--- src/rtl/pipe_hazard_ctrl_pkg.sv ---
// Shared definitions for the pipeline hazard controller (package pipe_pkg).
// Holds the occupancy FSM encoding, the register-0 constant, the IF/ID
// bubble value and the source-operand match helper used by the comparators.
package pipe_pkg;

  typedef enum logic {
    RUN  = 1'b0,
    BUSY = 1'b1
  } md_state_t;

  localparam logic [4:0]  REG_ZERO   = 5'd0;
  localparam logic [31:0] NOP_BUBBLE = 32'hFC000000;

  // True when a producer writing 'wr' feeds a source operand the consumer reads.
  // $0 is hard-wired to zero, so it never creates a dependency.
  function automatic logic src_match(input logic [4:0] wr,
                                     input logic [4:0] rs,
                                     input logic [4:0] rt,
                                     input logic       use_rs,
                                     input logic       use_rt);
    return (wr != REG_ZERO) && ((use_rs && (wr == rs)) || (use_rt && (wr == rt)));
  endfunction

endpackage

--- src/rtl/pipe_hazard_ctrl_if.sv ---
// Signal bundle between the decode-side pipeline and pipe_hazard_ctrl.
// The master side is the pipeline (drives register fields, sees enables);
// the slave side is the hazard controller.
// Optional HAZARD_PERF_CNT_EN adds three 32-bit performance counters.
// Handshake: none; every signal is a level valid for the current cycle and
// sampled on the rising clock edge, outputs are combinational per cycle.
interface pipe_hazard_ctrl_if;
  import pipe_pkg::*;

  logic [4:0] rs_d;
  logic [4:0] rt_d;
  logic       use_rs_d;
  logic       use_rt_d;
  logic       branch_d;
  logic       branch_taken_d;
  logic       hilo_use_d;
  logic [4:0] write_reg_e;
  logic       reg_write_e;
  logic       mem_read_e;
  logic [4:0] write_reg_m;
  logic       mem_read_m;
  logic       md_start_e;
  logic       md_div_e;

  logic       en_pc_n;
  logic       en_a_n;
  logic       clr_a;
  logic       clr_b;
  logic       md_busy;
  logic       md_done;
  md_state_t  md_state;

`ifdef HAZARD_PERF_CNT_EN
  logic [31:0] stall_cycles;
  logic [31:0] flush_cycles;
  logic [31:0] md_ops;
`endif

  modport master (
`ifdef HAZARD_PERF_CNT_EN
    input  stall_cycles, flush_cycles, md_ops,
`endif
    output rs_d, rt_d, use_rs_d, use_rt_d, branch_d, branch_taken_d,
    output hilo_use_d, write_reg_e, reg_write_e, mem_read_e,
    output write_reg_m, mem_read_m, md_start_e, md_div_e,
    input  en_pc_n, en_a_n, clr_a, clr_b, md_busy, md_done, md_state
  );

  modport slave (
`ifdef HAZARD_PERF_CNT_EN
    output stall_cycles, flush_cycles, md_ops,
`endif
    input  rs_d, rt_d, use_rs_d, use_rt_d, branch_d, branch_taken_d,
    input  hilo_use_d, write_reg_e, reg_write_e, mem_read_e,
    input  write_reg_m, mem_read_m, md_start_e, md_div_e,
    output en_pc_n, en_a_n, clr_a, clr_b, md_busy, md_done, md_state
  );

endinterface

--- src/rtl/pipe_hazard_ctrl_md_occupancy.sv ---
// Multiply/divide occupancy tracker (module md_occupancy).
// RUN/BUSY FSM with a down-counter loaded with the op latency minus one.
// busy and done are registered; done is high on the last busy cycle only.
module md_occupancy
  import pipe_pkg::*;
#(
  parameter int MULT_CYCLES = 4,
  parameter int DIV_CYCLES  = 32,
  parameter int CNT_W       = 6
) (
  input  logic      clk,
  input  logic      rst,
  input  logic      md_start,
  input  logic      md_div,
  output logic      busy,
  output logic      done,
  output md_state_t state
);

  localparam logic [CNT_W-1:0] MULT_LOAD = CNT_W'(MULT_CYCLES - 1);
  localparam logic [CNT_W-1:0] DIV_LOAD  = CNT_W'(DIV_CYCLES - 1);

  logic [CNT_W-1:0] cnt;
  logic [CNT_W-1:0] load_val;

  // Latency of the op entering E; only consumed when a start is accepted.
  always_comb begin
    load_val = md_div ? DIV_LOAD : MULT_LOAD;
  end

  // Occupancy FSM: start only accepted in RUN, count down in BUSY, reset abandons.
  always_ff @(posedge clk) begin
    if (rst) begin
      state <= RUN;
      cnt   <= '0;
      busy  <= 1'b0;
      done  <= 1'b0;
    end else begin
      case (state)
        RUN: begin
          done <= 1'b0;
          if (md_start) begin
            state <= BUSY;
            cnt   <= load_val;
            busy  <= 1'b1;
            done  <= (load_val == '0);
          end
        end
        BUSY: begin
          if (cnt != '0) begin
            cnt  <= cnt - CNT_W'(1);
            done <= (cnt == CNT_W'(1));
          end else begin
            state <= RUN;
            busy  <= 1'b0;
            done  <= 1'b0;
          end
        end
        default: begin
          state <= RUN;
          busy  <= 1'b0;
          done  <= 1'b0;
        end
      endcase
    end
  end

`ifndef SYNTHESIS
  // A mult/div in D consumes hi/lo and is stalled, so none can start while busy.
  a_no_start_while_busy: assert property (
    @(posedge clk) disable iff (rst) !((state == BUSY) && md_start)
  );
`endif

endmodule

--- src/rtl/pipe_hazard_ctrl.sv ---
// Hazard controller for the 5-stage core: sequences the PC, IF/ID and ID/EX
// latches from load-use, branch-operand and hi/lo occupancy hazards.
// Latch enables are active-low; IF/ID gives clear priority over enable, so
// the IF/ID clear is suppressed whenever the pipe stalls.
// Optional feature macro: HAZARD_PERF_CNT_EN (stall/flush/md-op counters).
module pipe_hazard_ctrl
  import pipe_pkg::*;
#(
  parameter int MULT_CYCLES = 4,
  parameter int DIV_CYCLES  = 32,
  parameter int CNT_W       = 6
) (
  input  logic             clk,
  input  logic             rst,
  pipe_hazard_ctrl_if.slave hz
);

  logic      match_e;
  logic      match_m;
  logic      lu_stall;
  logic      br_stall;
  logic      md_stall;
  logic      stall;
  logic      md_busy;
  logic      md_done;
  md_state_t md_state;

  // Dependency comparators and the combined stall term.
  always_comb begin
    match_e  = hz.reg_write_e &
               src_match(hz.write_reg_e, hz.rs_d, hz.rt_d, hz.use_rs_d, hz.use_rt_d);
    match_m  = hz.mem_read_m &
               src_match(hz.write_reg_m, hz.rs_d, hz.rt_d, hz.use_rs_d, hz.use_rt_d);
    lu_stall = hz.mem_read_e & match_e;
    br_stall = hz.branch_d & (match_e | match_m);
    md_stall = md_busy & hz.hilo_use_d;
    stall    = lu_stall | br_stall | md_stall;
  end

  md_occupancy #(
    .MULT_CYCLES (MULT_CYCLES),
    .DIV_CYCLES  (DIV_CYCLES),
    .CNT_W       (CNT_W)
  ) u_md_occupancy (
    .clk      (clk),
    .rst      (rst),
    .md_start (hz.md_start_e),
    .md_div   (hz.md_div_e),
    .busy     (md_busy),
    .done     (md_done),
    .state    (md_state)
  );

  // During reset both latches clear and PC/IF-ID load, flushing in a bubble
  // and a PC+4 of zero; otherwise a stall holds PC/IF-ID and bubbles ID/EX.
  always_comb begin
    hz.en_pc_n  = ~rst & stall;
    hz.en_a_n   = ~rst & stall;
    hz.clr_b    = rst | stall;
    hz.clr_a    = rst | (hz.branch_taken_d & ~stall);
    hz.md_busy  = md_busy;
    hz.md_done  = md_done;
    hz.md_state = md_state;
  end

`ifdef HAZARD_PERF_CNT_EN
  logic md_accept;

  // A start is only taken when the occupancy FSM is idle.
  always_comb begin
    md_accept = hz.md_start_e & (md_state == RUN);
  end

  // Free-running event counters, wrapping modulo 2^32.
  always_ff @(posedge clk) begin
    if (rst) begin
      hz.stall_cycles <= '0;
      hz.flush_cycles <= '0;
      hz.md_ops       <= '0;
    end else begin
      if (stall)     hz.stall_cycles <= hz.stall_cycles + 32'd1;
      if (hz.clr_a)  hz.flush_cycles <= hz.flush_cycles + 32'd1;
      if (md_accept) hz.md_ops       <= hz.md_ops + 32'd1;
    end
  end
`endif

endmodule

--- src/flat_wrapper.sv ---
// flat-port wrapper written by rule: the top's interface ports become plain ports
module pipe_hazard_ctrl_flat import pipe_pkg::*;
#(
  parameter int MULT_CYCLES = 4,
  parameter int DIV_CYCLES  = 32,
  parameter int CNT_W       = 6
)
  (clk, rst, hz_rs_d, hz_rt_d, hz_use_rs_d, hz_use_rt_d, hz_branch_d, hz_branch_taken_d, hz_hilo_use_d, hz_write_reg_e, hz_reg_write_e, hz_mem_read_e, hz_write_reg_m, hz_mem_read_m, hz_md_start_e, hz_md_div_e, hz_en_pc_n, hz_en_a_n, hz_clr_a, hz_clr_b, hz_md_busy, hz_md_done, hz_md_state);
  pipe_hazard_ctrl_if hz_i ();
  input  logic clk;
  input  logic rst;
  input wire logic [$bits(hz_i.rs_d)-1:0] hz_rs_d;
  input wire logic [$bits(hz_i.rt_d)-1:0] hz_rt_d;
  input wire logic [$bits(hz_i.use_rs_d)-1:0] hz_use_rs_d;
  input wire logic [$bits(hz_i.use_rt_d)-1:0] hz_use_rt_d;
  input wire logic [$bits(hz_i.branch_d)-1:0] hz_branch_d;
  input wire logic [$bits(hz_i.branch_taken_d)-1:0] hz_branch_taken_d;
  input wire logic [$bits(hz_i.hilo_use_d)-1:0] hz_hilo_use_d;
  input wire logic [$bits(hz_i.write_reg_e)-1:0] hz_write_reg_e;
  input wire logic [$bits(hz_i.reg_write_e)-1:0] hz_reg_write_e;
  input wire logic [$bits(hz_i.mem_read_e)-1:0] hz_mem_read_e;
  input wire logic [$bits(hz_i.write_reg_m)-1:0] hz_write_reg_m;
  input wire logic [$bits(hz_i.mem_read_m)-1:0] hz_mem_read_m;
  input wire logic [$bits(hz_i.md_start_e)-1:0] hz_md_start_e;
  input wire logic [$bits(hz_i.md_div_e)-1:0] hz_md_div_e;
  output wire logic [$bits(hz_i.en_pc_n)-1:0] hz_en_pc_n;
  output wire logic [$bits(hz_i.en_a_n)-1:0] hz_en_a_n;
  output wire logic [$bits(hz_i.clr_a)-1:0] hz_clr_a;
  output wire logic [$bits(hz_i.clr_b)-1:0] hz_clr_b;
  output wire logic [$bits(hz_i.md_busy)-1:0] hz_md_busy;
  output wire logic [$bits(hz_i.md_done)-1:0] hz_md_done;
  output wire logic [$bits(hz_i.md_state)-1:0] hz_md_state;
  assign hz_i.rs_d = hz_rs_d;
  assign hz_i.rt_d = hz_rt_d;
  assign hz_i.use_rs_d = hz_use_rs_d;
  assign hz_i.use_rt_d = hz_use_rt_d;
  assign hz_i.branch_d = hz_branch_d;
  assign hz_i.branch_taken_d = hz_branch_taken_d;
  assign hz_i.hilo_use_d = hz_hilo_use_d;
  assign hz_i.write_reg_e = hz_write_reg_e;
  assign hz_i.reg_write_e = hz_reg_write_e;
  assign hz_i.mem_read_e = hz_mem_read_e;
  assign hz_i.write_reg_m = hz_write_reg_m;
  assign hz_i.mem_read_m = hz_mem_read_m;
  assign hz_i.md_start_e = hz_md_start_e;
  assign hz_i.md_div_e = hz_md_div_e;
  assign hz_en_pc_n = hz_i.en_pc_n;
  assign hz_en_a_n = hz_i.en_a_n;
  assign hz_clr_a = hz_i.clr_a;
  assign hz_clr_b = hz_i.clr_b;
  assign hz_md_busy = hz_i.md_busy;
  assign hz_md_done = hz_i.md_done;
  assign hz_md_state = hz_i.md_state;
  pipe_hazard_ctrl #(.MULT_CYCLES(MULT_CYCLES), .DIV_CYCLES(DIV_CYCLES), .CNT_W(CNT_W)) u_core (.clk(clk), .rst(rst), .hz(hz_i));
endmodule
--- config.mk ---
export PLATFORM = sky130hd
export DESIGN_NAME = pipe_hazard_ctrl_flat
export DESIGN_NICKNAME = d
export VERILOG_FILES = /design/src/rtl/pipe_hazard_ctrl_pkg.sv /design/src/rtl/pipe_hazard_ctrl_if.sv /design/src/rtl/pipe_hazard_ctrl_md_occupancy.sv /design/src/rtl/pipe_hazard_ctrl.sv /design/src/flat_wrapper.sv
export SDC_FILE = /design/constraint.sdc
export NUM_CORES = 1
export LEC_CHECK = 0
export BUFFER_PORTS_ARGS = -buffer_cell sky130_fd_sc_hd__buf_2
export CORE_MARGIN = 2
export CORE_UTILIZATION = 46
export CTS_BUF_LIST = sky130_fd_sc_hd__clkbuf_8
export CTS_CLUSTER_DIAMETER = 80
export CTS_CLUSTER_SIZE = 30
export DETAILED_ROUTE_END_ITERATION = 16
export PLACE_DENSITY = 0.9
export SLEW_MARGIN = 5
export SYNTH_ARGS = -nofsm -noshare
export SYNTH_HDL_FRONTEND = slang
export SYNTH_SLANG_ARGS = --single-unit
--- constraint.sdc ---
create_clock -name clk -period 2.34 [get_ports clk]
set_clock_uncertainty 0.2 [all_clocks]
set_input_delay 0.234 -clock clk [delete_from_list [all_inputs] [get_ports clk]]
set_output_delay 0.234 -clock clk [all_outputs]
set_load 0.05 [all_outputs]
## After elaboration in Yosys (flattened, before gate mapping)

Cells that the tools add are included.

| cells by class | value |
|---|---|
| add/subtract/negate cells | 1 |
| equality and inequality tests | 8 |
| multiplexer cells | 13 |
| bitwise logic cells | 15 |
| reduce and logical (&&, ||, !) cells | 14 |

Operators by type and width:

| kind | count |
|---|---|
| 5-bit equality test | 4 |
| 6-bit 2-to-1 mux | 2 |
| 6-bit one-hot mux with 2 select lines | 1 |
| 5-bit nonzero test | 2 |
| 1-bit AND | 7 |
| 6-bit by 1-bit equality test with 1-bit output, second input constant | 1 |
| 1-bit logical AND | 6 |
| 6-bit zero test | 1 |
| 1-bit 2-to-1 mux | 6 |
| 1-bit one-hot mux with 2 select lines | 3 |
| 6-bit nonzero test | 1 |
| 6-bit by 1-bit subtractor with 6-bit output, second input constant | 1 |
| 5-bit 2-to-1 mux | 1 |
| 1-bit OR | 5 |
| 2-bit inequality test, second input constant | 2 |
| 2-bit AND reduction | 2 |
| 1-bit NOT | 3 |
| 1-bit logical OR | 2 |
| 2-bit by 1-bit inequality test with 1-bit output, second input constant | 1 |

| storage, ports and cells | value |
|---|---|
| register bits after elaboration | 9 |
| input port bits | 32 |
| output and inout port bits | 7 |
| logic and storage cells | 55 |

## Depth between registers and ports, before layout

Gate-level depths: netlist (run 1).

| depth | value |
|---|---|
| word-level depth | 12 |
| mapped depth | 6 |

## By module

Synthesis (run 1) repeated with hierarchy kept, for this count alone.

| second synthesis, totals | value |
|---|---|
| cell total of the unflattened synthesis | 92 |
| area total of the unflattened synthesis | 778.2 µm² |

By module, submodules not included:

| module | instances | cells each | area each (µm²) |
|---|---|---|---|
| md_occupancy | 1 | 54 | 470.5 |
| pipe_hazard_ctrl | 1 | 38 | 307.8 |

## Least setup slack after synthesis (run 1)

Ideal clock, no wire load.

| timing | value |
|---|---|
| path type | input-to-output |
| from | input hz_rt_d[4] |
| to | output hz_en_pc_n |
| arrival time | 2.072 ns |
| data required time | 1.906 ns |
| setup slack | -0.166 ns |
| stages | 6 |
| cells stage by stage | xor2_1 -> nor4_2 -> a32oi_1 -> o221a_2 -> nor2_1 -> buf_4 |

| between the ends | value |
|---|---|
| word-level cells in the longest chain between the ends | 10 |
| elaborated cells between the ends (all ways) | 16 |
| classes of those cells | eq/ne: 2; bitwise: 8; reduce/logical: 6 |

RTL lines:

| item | line | source |
|---|---|---|
| from (decl) | flat_wrapper.sv:13 | `input wire logic [$bits(hz_i.rt_d)-1:0] hz_rt_d;` |
| 5-bit equality test | pipe_hazard_ctrl_pkg.sv:21 | `return (wr != REG_ZERO) && ((use_rs && (wr == rs)) \|\| (use_rt && (wr == rt)));` |
| 1-bit logical AND | pipe_hazard_ctrl_pkg.sv:21 |  |
| 1-bit logical OR | pipe_hazard_ctrl_pkg.sv:21 |  |
| 1-bit logical AND | pipe_hazard_ctrl_pkg.sv:21 |  |
| 1-bit AND (on tied branches) | pipe_hazard_ctrl.sv:30, pipe_hazard_ctrl.sv:32 |  |
| 1-bit OR | pipe_hazard_ctrl.sv:35 | `br_stall = hz.branch_d & (match_e \| match_m);` |
| 1-bit AND | pipe_hazard_ctrl.sv:35 |  |
| 1-bit OR * (2 in series) | pipe_hazard_ctrl.sv:37 | `stall = lu_stall \| br_stall \| md_stall;` |
| 1-bit AND * | -- |  |
| to (decl) | flat_wrapper.sv:26 | `output wire logic [$bits(hz_i.en_pc_n)-1:0] hz_en_pc_n;` |

Every way passes the cells marked *; elsewhere a longest branch is shown, timed or not.

## Worst setup path after layout (run 1)

| timing | value |
|---|---|
| from | input hz_write_reg_e[0] |
| to | output hz_clr_a |

| between the ends | value |
|---|---|
| word-level cells in the longest chain between the ends | 12 |
| elaborated cells between the ends (all ways) | 16 |
| classes of those cells | eq/ne: 2; bitwise: 9; reduce/logical: 5 |

RTL lines:

| item | line | source |
|---|---|---|
| from (decl) | flat_wrapper.sv:19 | `input wire logic [$bits(hz_i.write_reg_e)-1:0] hz_write_reg_e;` |
| 5-bit equality test | pipe_hazard_ctrl_pkg.sv:21 |  |
| 1-bit logical AND | pipe_hazard_ctrl_pkg.sv:21 |  |
| 1-bit logical OR | pipe_hazard_ctrl_pkg.sv:21 |  |
| 1-bit logical AND * | pipe_hazard_ctrl_pkg.sv:21 |  |
| 1-bit AND * | pipe_hazard_ctrl.sv:30 | `match_e = hz.reg_write_e &` |
| 1-bit OR | pipe_hazard_ctrl.sv:35 |  |
| 1-bit AND | pipe_hazard_ctrl.sv:35 |  |
| 1-bit OR * (2 in series) | pipe_hazard_ctrl.sv:37 |  |
| 1-bit NOT * | pipe_hazard_ctrl.sv:60 | `hz.clr_a = rst \| (hz.branch_taken_d & ~stall);` |
| 1-bit AND * | pipe_hazard_ctrl.sv:60 |  |
| 1-bit OR * | pipe_hazard_ctrl.sv:60 |  |
| to (decl) | flat_wrapper.sv:28 | `output wire logic [$bits(hz_i.clr_a)-1:0] hz_clr_a;` |

Marks and branches as above.

==> results.tsv, run 1 <==
stage	metric	value	unit
placement	numPlacedInstances	144	
logic_synthesis	mappedNetlistNets	127	
drt	dr_total_vias	805	
sta	max_clock_freq	0.4743	GHz
setup_path	critical_path_arrival	1.67	ns
drt	detailed_route_wire_length	2.030	mm
clock_tree	cts_resized	0	
sta	tightestPinTransition	0.3792	ns
clock_tree	cts-hold-fix-buffers	0	
drt	drt_iter0_drc	13	
drt	wl_per_cell	13.72	um
pwr	post-layout-total-power	597.7	uW
clock_tree	cts_buffers	3	
clock_tree	tritoncts	yes	
finish	nNetsFinal	168	
clock_tree	post_cts_clock_slew_at_the_launch_and_capture_registers_of_the_worst_setup_and_hold_paths	0.04	ns
grt	grtUsageMet2	0.3768	
sta	hold_viol_final	0	
floorplan	initial_utilization	0.4992	
setup_path	slowest_stage	sky130_fd_sc_hd__or4_1	
sta	whs	0.1206	ns
drt	drt_first_pass_iters	4	
drt	drc	0	
grt	grt_antenna_before_repair	0	
finish	fraction_of_final_layout_cells_sized_beyond_drive_strength_1	0.3636	
logic_synthesis	synthDominantCellAreaShare	0.2341	
grt	pin_count_of_the_biggest_net_entering_global_routing	13	
clock_tree	htree_levels	1	
finish	antenna_cells_inserted	0	
finish	most_frequent_cells_in_the_layout	sky130_fd_sc_hd__buf_2 (38), sky130_fd_sc_hd__xor2_1 (17), sky130_fd_sc_hd__dfxtp_1 (9)	
sta	layout_worst_path_cycle_share	0.9010	
finish	post-route-cell-area	1016	um^2
grt	grt_met1_usage	0.2438	
logic_synthesis	synthesis.area	769.5	um^2
placement	post_dp_area	970.9	um^2
grt	use_met3	0.05600	
floorplan	die_h	44.90	um
logic_synthesis	synth_seq_cells	9	
clock_tree	cts-root-to-sink-buffers	2	
finish	final_core_util	0.6591	
setup_path	worstPathRequired	1.91	ns
finish	layoutNonFillerInstCount	148	
sta	setup_violations	0	
sta	timing.final.max_slew_violations	0	
floorplan	floorplan.die.width	44.90	um
grt	grt_use_total	0.2156	
finish	layout.cells.most_common	sky130_fd_sc_hd__buf_2	
floorplan	rows	14	
logic_synthesis	postSynthCellCount	92	
floorplan	floorplan.core_area	1541	um^2
logic_synthesis	ys.warnings.count	0	
logic_synthesis	ys_top_cells_by_area	sky130_fd_sc_hd__dfxtp_1 (23%), sky130_fd_sc_hd__xor2_1 (19%), sky130_fd_sc_hd__xnor2_1 (5.7%)	
logic_synthesis	post_synth_num_cell_types	32	
clock_tree	clock_insertion_delay_worst_skew	0.23	ns
placement	place_ws	0.2257	ns
floorplan	boundaryPins	39	
sta	layout_min_cycle_time	2.108	ns
sta	grt_setup_unrepaired	no	
setup_path	path_class	in -> out	
clock_tree	cts.root.buffer_cell	sky130_fd_sc_hd__clkbuf_8	
logic_synthesis	synth.largest_area_cell	sky130_fd_sc_hd__dfxtp_1	
pwr	power_per_cell_area	588.3	nW/um^2
min_path	min-delay-path-class	in -> reg	
setup_path	cpPeakStageDelay	0.53	ns
grt	grt-ovfl-total	0	
drt	antenna_violating_nets_post_route	0	
placement	weighted_congestion_reported_at_the_end_of_routability_driven_placement	0.8889	
run_status	outcome	finished clean	
finish	area_growth_from_synthesis_to_final_layout	32.03	%
setup_path	crit_path_frequent_cell	sky130_fd_sc_hd__buf_2	
placement	io_buffers	38	
setup_path	setup.worst_path.end_class	output port	
job	max_cap_violation_count	0	
clock_tree	post-cts-setup-buffer-count	0	
setup_path	path_cells	buf_2 > or4_1 > o221ai_1 > o221a_2 > a21o_1 > buf_2	
sta	fin_tns_setup	0	ns
floorplan	dieArea	2016	um^2
placement	detailed_place_hpwl	1.638	mm
clock_tree	cts.sinks	9	
drt	vias_per_cell	5.439	
logic_synthesis	synthesis.area_per_instance	8.364	um^2
grt	busiest_layer	met2	
pwr	ir_drop	0.4658	mV
sta	slew-limit-headroom	0.7458	
setup_path	timing.critical_path.fanout_max	3	
sta	finalWorstSetupSlack	0.2316	ns
grt	number_of_global_route_vias_before_repair	759	
setup_path	setup.worst_path.start_class	input port	
logic_synthesis	seq_area_frac_synth	0.2341	
grt	wire_length_of_the_first_global_routing_pass	3.139	mm
pwr	p_leak	0.4665	nW
==> cell families (layout without fill, tap and decap cells) <==
| kind of cell | count (synthesis) | after routing | share of synthesized area |
|---|---|---|---|
| adders and majority gates | 3 | 3 | 0.04879 |
| AOI/OAI and AO/OA | 17 | 17 | 0.1772 |
| xor gates and xnor gates | 22 | 22 | 0.2504 |
| DFF | 9 | 9 | 0.2341 |
| and+or+nand+nor | 33 | 33 | 0.2358 |
| buffers and inverters | 7 | 47 | 0.03901 |
| muxes | 1 | 1 | 0.01463 |
==> cell usage after synthesis (all sizes together) <==
library cell,number
xnor2,5
a32oi,2
nor2,7
clkbuf,1
and2,2
nor3,5
o221a,1
o21bai,1
nor2b,1
nor4,4
a31oi,2
mux2,1
a21o,1
xor2,17
ha,3
o221ai,1
a211oi,1
nand4,2
nand2b,2
o211ai,1
inv,5
a21oi,6
dfxtp,9
and4,1
buf,1
or4,2
o21ai,1
nand2,7
==> worst max-delay path: cells and delay by family <==
kind / cells / cell delay (ns)
AO/OA/AOI/OAI: 3 / 0.53
buffers and inverters: 2 / 0.37
AND/OR/NAND/NOR: 1 / 0.53
==> registers in the layout (all words and copies together), names as in the netlist <==
name                         count
u_core.u_md_occupancy.cnt        6
u_core.u_md_occupancy.done       1
u_core.u_md_occupancy.state      1
u_core.u_md_occupancy.busy       1
==> final timing paths <==
path,startpoint,end,slack (ns),cells after the start
worst max-delay path,hz_write_reg_e[0],hz_clr_a,0.23,6
worst min-delay path,rst,u_core.u_md_occupancy.cnt[5],0.12,2
worst max register to register,u_core.u_md_occupancy.cnt[0],u_core.u_md_occupancy.cnt[5],0.47,6
worst min register to register,u_core.u_md_occupancy.busy,u_core.u_md_occupancy.busy,0.28,2
==> where the power goes <==
part / switching (mW) / internal (mW) / total, mW
clock: 0.0612 / 0.114 / 0.175
sequential: 0.0213 / 0.172 / 0.194
combinational: 0.136 / 0.0926 / 0.229
total: 0.219 / 0.379 / 0.598
==> per-layer routing <==
metal | vias to the layer above | share of wire
met5 | - | 0
met3 | 9 | 0.076
met1 | 353 | 0.40
li1 | 405 | -
met2 | 38 | 0.50
met4 | 0 | 0.028
==> layout make-up <==
| type | count | area, um^2 |
|---|---|---|
| Multi-Input combinational cell | 76 | 561.8 |
| Inverter | 5 | 18.77 |
| Tap cell | 16 | 20.02 |
| Sequential cell | 9 | 180.2 |
| Fill cell | 134 | 525.5 |
| Timing Repair Buffer | 38 | 190.2 |
| Clock buffer | 3 | 41.29 |
| Clock inverter | 1 | 3.754 |
(Power assumes the default switching activity.)
==> run 2: changes to the inputs <==
Settings changed: CORE_UTILIZATION 46 to 30, PLACE_DENSITY 0.9 to 0.66, SETUP_SLACK_MARGIN from default to 0.5.
==> run 2 against run 1 <==
  * Sequential power about the same
  * Global-route usage shrank 7.8 points
  * Core utilization down 17 points
  * Highest routed layer unchanged
==> results.tsv, run 2 (synthesis results as in run 1) <==
stage	metric	value	unit
run_status	outcome	finished clean	
grt	grt_antenna_before_repair	0	
pwr	p_leak	0.5194	nW
clock_tree	cts_buffers	3	
finish	fraction_of_final_layout_cells_sized_beyond_drive_strength_1	0.4444	
grt	grt-ovfl-total	0	
drt	detailed_route_wire_length	2.219	mm
sta	slew-limit-headroom	0.7762	
pwr	power_report.internal_total	406.8	uW
setup_path	crit_path_frequent_cell	sky130_fd_sc_hd__buf_8	
min_path	hold_path_end	u_core.u_md_occupancy.cnt[5]	
sta	hold_viol_final	0	
sta	tightestPinTransition	0.3339	ns
setup_path	setup.worst_path.end_class	output port	
pwr	power.sequential.fraction	0.306	
finish	largest_register	u_core.u_md_occupancy.cnt	
floorplan	initial_utilization	0.3135	
finish	final_core_util	0.4883	
drt	dr_total_vias	840	
setup_path	reg2reg_from	u_core.u_md_occupancy.cnt[3]	
sta	setup_violations	0	
grt	grt_use_total	0.1379	
setup_path	critical_r2r_capture	u_core.u_md_occupancy.cnt[2]	
finish	flip_flop_count_of_the_largest_register_after_layout	6	
finish	most_frequent_cells_in_the_layout	sky130_fd_sc_hd__buf_2 (26), sky130_fd_sc_hd__xor2_1 (15), sky130_fd_sc_hd__dfxtp_1 (8)	
setup_path	crit_buf_inv	2	
finish	post-route-cell-area	1199	um^2
grt	number_of_global_route_vias_before_repair	777	
setup_path	path_class	in -> out	
setup_path	path_cells	buf_8 > or4_4 > o211ai_1 > o221a_2 > a21o_2 > buf_8	
finish	nFillCells	233	
clock_tree	post_cts_clock_slew_at_the_launch_and_capture_registers_of_the_worst_setup_and_hold_paths	0.04	ns
grt	pin_count_of_the_biggest_net_entering_global_routing	13	
finish	layout.cells.most_common	sky130_fd_sc_hd__buf_2	
pwr	clockPowerShare	0.273	
floorplan	floorplan.die.width	54.65	um
floorplan	rows	18	
sta	whs	0.1324	ns
sta	layout_worst_path_cycle_share	0.8694	
pwr	ir_drop	0.4100	mV
setup_path	setup.worst_path.start_class	input port	
sta	max_clock_freq	0.4915	GHz
setup_path	slowest_stage	sky130_fd_sc_hd__or4_4	
drt	antenna_violating_nets_post_route	0	
finish	antenna_cells_inserted	0	
min_path	min_path_cells	2	
sta	layout_min_cycle_time	2.034	ns
setup_path	critical_path_arrival	1.60	ns
sta	timing.final.max_slew_violations	0	
placement	io_buffers	38	
clock_tree	cts.sinks	9	
floorplan	floorplan.core_area	2455	um^2
setup_path	critPathTopFamily	compound AO/OA/AOI/OAI gates	
sta	fin_tns_setup	0	ns
pwr	share_comb_of_total_power	0.421	
min_path	min-delay-path-class	in -> reg	
finish	seqCellArea	181.4	um^2
sta	grt_setup_unrepaired	yes	
placement	post_dp_area	994.7	um^2
min_path	timing.hold.worst.start	rst	
clock_tree	clock_insertion_delay_worst_skew	0.23	ns
clock_tree	htree_levels	1	
setup_path	ff2ff_setup_slack	0.62	ns
sta	finalWorstSetupSlack	0.3055	ns
job	max_cap_violation_count	0	
finish	nNetsFinal	171	
setup_path	cp.depth	6	
drt	drc	0	
drt	vias_per_cell	5.091	
drt	drt_iter0_drc	12	
setup_path	cpPeakStageDelay	0.52	ns
floorplan	dieArea	2986	um^2
drt	drt_first_pass_iters	4	
pwr	switching_share	0.3599	
setup_path	worstPathRequired	1.91	ns
setup_path	timing.critical_path.fanout_max	3	
finish	area_growth_from_synthesis_to_final_layout	55.77	%
finish	multi_input_area	609.3	um^2
pwr	net-switching-power	228.7	uW
placement	weighted_congestion_reported_at_the_end_of_routability_driven_placement	0.7721	
clock_tree	cts.root.buffer_cell	sky130_fd_sc_hd__clkbuf_8	
setup_path	r2r.worst_path.cells	6	
clock_tree	tritoncts	yes	
placement	place_ws	0.1557	ns
placement	detailed_place_hpwl	1.587	mm
grt	wire_length_of_the_first_global_routing_pass	2.973	mm
floorplan	boundaryPins	39	
floorplan	die_h	54.65	um
clock_tree	cts-root-to-sink-buffers	2	
drt	wl_per_cell	13.45	um
pwr	power_per_cell_area	530.2	nW/um^2
run 2: changes by cell type in the layout (fill, tap and decap cells not counted), moves of 4 or more:
cell                    change
sky130_fd_sc_hd__buf_6      +5
sky130_fd_sc_hd__buf_8      +6
sky130_fd_sc_hd__buf_4      +4
sky130_fd_sc_hd__buf_2     -12
run 2: layout make-up:
class | instances | share of cell area
Multi-Input combinational cell | 76 | 0.5084
Clock inverter | 1 | 0.003132
Timing Repair Buffer | 41 | 0.2557
Sequential cell | 9 | 0.1514
Inverter | 5 | 0.01566
Tap cell | 30 | 0.03132
Clock buffer | 3 | 0.03445
run 2: how the worst max path moves through the flow:
stage               slack (ns)               from    endpoint
finish                    0.31  hz_write_reg_m[4]    hz_clr_a
global route              0.26  hz_write_reg_e[4]    hz_clr_a
CTS                       0.29  hz_write_reg_m[4]    hz_clr_a
detailed placement        0.16  hz_write_reg_e[0]    hz_clr_a
global placement          0.19  hz_write_reg_e[0]    hz_clr_a
floorplan                 0.33         hz_rt_d[4]  hz_en_pc_n
run 2: timing repair:
action	in CTS	in global routing
hold buffers	0	0
pin swaps	8	6
endpoints found under the setup margin	4	9
buffers inserted	1	2
resized for setup	17	20
run 2: power groups by stage:
stage | clock network [mW] | registers, mW | logic [mW]
2_1_floorplan | 0 | 0.205 | 0.147
3_3_place_gp | 0 | 0.195 | 0.223
3_5_place_dp | 0 | 0.195 | 0.225
4_1_cts | 0.175 | 0.193 | 0.243
5_1_grt | 0.182 | 0.198 | 0.289
6_report | 0.173 | 0.194 | 0.268
run 2: routing by layer:
metal	vias to the layer above	part of all wire	global-route usage
met3	5	0.11	0.01639
met1	374	0.39	0.1487
met2	48	0.49	0.2619
li1	413	-	-
met4	0	0.012	0.06250
met5	-	0	0
run 2: metrics by stage:
step | total power, mW | instances
6_report | 0.6355 | 165
5_1_grt | 0.6686 | 165
4_1_cts | 0.6106 | 163
3_5_place_dp | 0.4202 | 158
3_3_place_gp | 0.4181 | 158
2_1_floorplan | 0.3516 | 92
